[config.mk]
export PLATFORM = sky130hd
export DESIGN_NAME = blake2_g_iter
export DESIGN_NICKNAME = d
export VERILOG_FILES = /design/src/rtl/blake2_g_iter.sv
export SDC_FILE = /design/constraint.sdc
export NUM_CORES = 2
export LEC_CHECK = 0
export BUFFER_PORTS_ARGS = -buffer_cell sky130_fd_sc_hd__buf_2
export CAP_MARGIN = 20
export CORE_UTILIZATION = 50
export CTS_BUF_LIST = sky130_fd_sc_hd__clkbuf_4 sky130_fd_sc_hd__clkbuf_8
export DETAILED_ROUTE_END_ITERATION = 7
export PLACE_DENSITY = 0.76
export SLEW_MARGIN = 25
export SYNTH_ARGS = -nofsm -noshare
export SYNTH_HDL_FRONTEND = slang
export SYNTH_SLANG_ARGS = --single-unit
export TNS_END_PERCENT = 50
[constraint.sdc]
create_clock -name clk -period 7.7 [get_ports clk]
set_clock_uncertainty 0.05 [all_clocks]
set_input_delay 1.155 -clock clk [delete_from_list [all_inputs] [get_ports clk]]
set_output_delay 1.155 -clock clk [all_outputs]
set_load 0.1 [all_outputs]
[src/rtl/blake2_g_iter.sv]
// Multicycle BLAKE2 G mixing unit (BLAKE2b for 64-bit words, BLAKE2s for 32-bit words).
// Operands are captured on start/ready, mixed over 4 (or 2) cycles, and the result is published with a done pulse.
module blake2_g_iter #(
    parameter int WORD_WIDTH     = 64,
    parameter int HALVES_PER_CYC = 1
) (
    input  logic                  clk,
    input  logic                  reset,
    input  logic                  start,
    output logic                  ready,
    output logic                  done,
    input  logic [WORD_WIDTH-1:0] a,
    input  logic [WORD_WIDTH-1:0] b,
    input  logic [WORD_WIDTH-1:0] c,
    input  logic [WORD_WIDTH-1:0] d,
    input  logic [WORD_WIDTH-1:0] m0,
    input  logic [WORD_WIDTH-1:0] m1,
    output logic [WORD_WIDTH-1:0] a_prim,
    output logic [WORD_WIDTH-1:0] b_prim,
    output logic [WORD_WIDTH-1:0] c_prim,
    output logic [WORD_WIDTH-1:0] d_prim
);

    localparam int R1 = (WORD_WIDTH == 32) ? 16 : 32;
    localparam int R2 = (WORD_WIDTH == 32) ? 12 : 24;
    localparam int R3 = (WORD_WIDTH == 32) ? 8  : 16;
    localparam int R4 = (WORD_WIDTH == 32) ? 7  : 63;

    localparam logic [1:0] STEP_INC  = 2'(HALVES_PER_CYC);
    localparam logic [1:0] STEP_LAST = 2'(4 - HALVES_PER_CYC);

    typedef struct packed {
        logic [WORD_WIDTH-1:0] a;
        logic [WORD_WIDTH-1:0] b;
        logic [WORD_WIDTH-1:0] c;
        logic [WORD_WIDTH-1:0] d;
    } g_state_t;

    typedef enum logic [1:0] {
        IDLE = 2'd0,
        RUN  = 2'd1,
        DONE = 2'd2
    } state_t;

    state_t                state_q, state_d;
    logic [1:0]            step_q;
    g_state_t              work_q;
    logic [WORD_WIDTH-1:0] m0_q, m1_q;
    g_state_t              half1, half2;
    logic                  accept;
    logic                  last_step;

    function automatic logic [WORD_WIDTH-1:0] rotr(input logic [WORD_WIDTH-1:0] x, input int n);
        return (x >> n) | (x << (WORD_WIDTH - n));
    endfunction

    // One G half-step; the second operation of each step sees the word updated by the first.
    function automatic g_state_t half_step(input g_state_t s, input logic [1:0] idx,
                                           input logic [WORD_WIDTH-1:0] w0,
                                           input logic [WORD_WIDTH-1:0] w1);
        g_state_t r;
        r = s;
        case (idx)
            2'd0: begin
                r.a = s.a + s.b + w0;
                r.d = rotr(s.d ^ r.a, R1);
            end
            2'd1: begin
                r.c = s.c + s.d;
                r.b = rotr(s.b ^ r.c, R2);
            end
            2'd2: begin
                r.a = s.a + s.b + w1;
                r.d = rotr(s.d ^ r.a, R3);
            end
            default: begin
                r.c = s.c + s.d;
                r.b = rotr(s.b ^ r.c, R4);
            end
        endcase
        return r;
    endfunction

    always_comb begin
        half1 = half_step(work_q, step_q, m0_q, m1_q);
        half2 = (HALVES_PER_CYC == 2) ? half_step(half1, step_q + 2'd1, m0_q, m1_q) : half1;
    end

    assign accept    = (state_q == IDLE) && start;
    assign last_step = (state_q == RUN) && (step_q == STEP_LAST);

    always_comb begin
        state_d = state_q;
        ready   = 1'b0;
        done    = 1'b0;
        case (state_q)
            IDLE: begin
                ready = 1'b1;
                if (start) state_d = RUN;
            end
            RUN: begin
                if (last_step) state_d = DONE;
            end
            DONE: begin
                done    = 1'b1;
                state_d = IDLE;
            end
            default: state_d = IDLE;
        endcase
    end

    // Control and published results; reset aborts any computation in flight.
    always_ff @(posedge clk) begin
        if (reset) begin
            state_q <= IDLE;
            step_q  <= 2'd0;
            a_prim  <= '0;
            b_prim  <= '0;
            c_prim  <= '0;
            d_prim  <= '0;
        end else begin
            state_q <= state_d;
            if (accept) begin
                step_q <= 2'd0;
            end else if (state_q == RUN) begin
                step_q <= step_q + STEP_INC;
            end
            if (last_step) begin
                a_prim <= half2.a;
                b_prim <= half2.b;
                c_prim <= half2.c;
                d_prim <= half2.d;
            end
        end
    end

    // Working words never leak to the ports, so they need no reset.
    always_ff @(posedge clk) begin
        if (accept) begin
            work_q <= '{a: a, b: b, c: c, d: d};
            m0_q   <= m0;
            m1_q   <= m1;
        end else if (state_q == RUN) begin
            work_q <= half2;
        end
    end

endmodule

==> impl_metrics.py <==
metrics = {
    "outcome": {
        "status": "completed",
    },
    "place": {
        "routabilityCongestion": 1.063,
        "numPortBuffers": 644,
        "hpwl_mm": 167.9,
        "place_ws_ns": 0.7909,
    },
    "cells_and_area": {
        "nNetsFinal": 6039,
        "fillers": 7618,
        "ff_latch_area_mm2": 0.01674,
        "multi_input_area_mm2": 0.02516,
        "drive_gt1_share_pct": 18.22,
        "syn_to_final_growth_pct": 15.20,
    },
    "detailed_routing": {
        "drt_pass1_iterations": 8,
        "vias": 43952,
        "post_drt_wl_per_cell_um": 31.84,
        "detail-route-antenna-nets": 0,
        "drt_iter0_drc": 5852,
        "viasPerCell": 6.638,
        "route.detailed.drc": 0,
        "routed_wl_mm": 210.8,
    },
    "grt": {
        "grt_pass1_wl_mm": 289.1,
        "use_met3_pct": 10.44,
        "grt_busiest_layer": "met2",
        "antenna_found_initial": 18,
        "grt_start_max_net_pins": 170,
        "overflow": 0,
        "met2_usage_pct": 68.78,
        "grt_pass1_vias": 40100,
        "grt_use_total_pct": 46.45,
        "use_met1_pct": 59.23,
    },
    "setup_path": {
        "worstPathRequired_ns": 8.16,
        "critPathKind": "reg2reg",
        "crit_path_max_incr_delay_ns": 0.62,
        "cp-end-kind": "flip-flop",
        "crit_top_cell": "a21oi_1",
        "cp.arrival_ns": 7.63,
        "path_max_fanout": 8,
        "worstPathCellList": "ha_1, a21oi_1, o22ai_1, a211oi_2, o41ai_2, buf_4, a21o_1, nor2b_1, a31o_2, a21o_1, a21oi_1, xnor2_1, ha_1, nand4_1, or3_1, a211oi_1, o311ai_1, a21oi_1, o21ai_1, a21oi_1, a31oi_1, a221o_1, nor2_1, nor2_1",
        "start_kind": "flip-flop",
        "critical_path.slowest_cell": "a21oi_1",
    },
    "clocking": {
        "cts_setup_buffers": 0,
        "h-tree-depth": 3,
        "clk-insertion-delay-late_ns": 0.81,
        "cts_hold_buffers": 0,
        "clkTransAtPathRegs_ns": 0.07,
        "numCtsBuffers": 109,
        "cts-root-buf": "clkbuf_8",
        "cts.sinks": 644,
        "cts_resized": 0,
        "clockBufferDepth": 3,
        "cts_tree": "built",
    },
    "floorplan": {
        "start_util_pct": 50.70,
        "die_area_mm2": 0.08779,
        "chipWidth_um": 296.3,
        "io_pins": 645,
        "num_rows": 107,
        "die_h_um": 296.3,
        "core_mm2": 0.08541,
    },
    "logic_synthesis": {
        "synth_nets": 5545,
        "ys_seq_area_share_pct": 38.65,
        "async_reset_ff_share_pct": 0,
        "yosysUniqueCellTypes": 112,
        "synth_edf_count": 384,
        "ys.flop_type": "edfxtp_1",
        "synth_top_area_share_pct": 26.63,
        "ys_ff_latch": 644,
        "synth_largest_area_cell": "edfxtp_1",
        "syn-instance-count": 4880,
        "avgSynthCellArea_um2": 8.874,
        "yosysWarningCount": 0,
        "syn_area_mm2": 0.04330,
        "netlist_top_cells_area": "edfxtp_1 (27%), dfxtp_1 (12%), ha_1 (7.9%), a21oi_1 (6.7%), nor2_1 (6.2%)",
    },
    "timing": {
        "post-route-min-period_ns": 7.168,
        "setup_tns_ns": 0,
        "worst_pin_slew_ns": 1.213,
        "fmaxAchievable_mhz": 139.5,
        "grt_setup_unrepaired": "false",
        "whs_ns": 0.4046,
        "fin_ws_ns": 0.5320,
        "period_share_pct": 93.09,
        "hold_violations": 0,
        "setup_viol": 0,
        "drv_slew": 0,
        "relSlewSlack_pct": 18.58,
    },
    "hold_path": {
        "hp-class": "reg2reg",
    },
    "job": {
        "drv_cap": 0,
    },
}
[flip-flops by register name, indices dropped and copies added, names as in the netlist]
name and count:
step_q 2, b_prim 64, a_prim 64, c_prim 64, work_q 256, m0_q 64
state_q 2, m1_q 64, d_prim 64
[cell usage in the layout (no fill, tap or decap), types with 11 or more instances in the layout]
master	n
dfxtp_1	260
a31oi_1	47
a211oi_1	169
xnor2_1	221
nor3_1	87
o21bai_1	61
a221o_1	13
or3_1	13
nand3_1	47
nor2b_1	26
edfxtp_1	384
nand4_1	98
clkbuf_8	133
and2_1	15
ha_1	271
buf_2	643
o31ai_1	19
o21ai_1	18
buf_4	48
bufinv_16	11
a221oi_1	88
xor2_1	200
a311oi_1	17
nor2_1	711
and3_1	18
nand2b_1	29
a22o_1	48
a21oi_1	582
clkbuf_4	34
a21o_1	173
o21ai_0	180
nand2_1	345
a22oi_1	52
inv_1	70
clkinv_2	12
o22ai_1	29
o21a_1	30
[metrics by stage]
step	cell area [um2]	utilization [%]	std cells
after global placement	47280	55.35	6407
after detailed placement	47290	55.36	6407
final	49890	58.41	6621
after CTS	49850	58.36	6611
after global routing	49870	58.38	6613
after floorplan	43300	-	4880
[routing by layer]
metal	up-vias	part of all wire (%)
li1	19125	-
met1	20931	37
met2	3191	42
met3	693	12
met4	12	8.5
met5	-	0.036
[cell families after synthesis]
family                   synth area share [%]
flip-flops                              38.65
XOR/XNOR                                8.894
AO/OA/AOI/OAI                           26.04
AND/OR/NAND/NOR                         14.54
adder cells (fa/ha/maj)                 8.102
buffers and inverters                   3.450
multiplexers                           0.3265
[cells in the mapped netlist (52+ instances only)]
cell	instances
xor2_1	202
ha_1	274
a211oi_1	169
edfxtp_1	384
dfxtp_1	260
nor2_1	715
a21o_1	173
nand4_1	98
nand2_1	348
o21bai_1	61
a21oi_1	582
a221oi_1	88
a22oi_1	52
inv_1	72
xnor2_1	221
nor3_1	87
clkbuf_1	278
o21ai_0	180
[critical path: cells and delay by family, from the launching register on]
kind                     cells  cell delay (ns)
adder cells (fa/ha/maj)      2             0.87
flip-flops                   1             0.44
AO/OA/AOI/OAI               15             4.13
buffers and inverters        1             0.17
XOR/XNOR                     1             0.21
AND/OR/NAND/NOR              5             1.00
[path summary, 6_finish.rpt]
path,start,end,slack (ns),cells after the start
setup reg to reg,work_q[131],work_q[247],0.53,24
hold / removal,c_prim[53],c_prim[53],0.40,2
setup / recovery,work_q[131],work_q[247],0.53,24
hold reg to reg,c_prim[53],c_prim[53],0.40,2
[area by class of cell]
type | count | share of cell area, %
Clock inverter | 38 | 0.9832
Tap cell | 1144 | 2.869
Clock buffer | 166 | 4.153
Inverter | 74 | 0.5869
Sequential cell | 644 | 33.55
Multi-Input combinational cell | 3848 | 50.43
Antenna cell | 10 | 0.05016
Timing Repair Buffer | 697 | 7.384
Power is not shown: default switching activity piles up to over one toggle a cycle in this logic, so the estimate is an artifact.
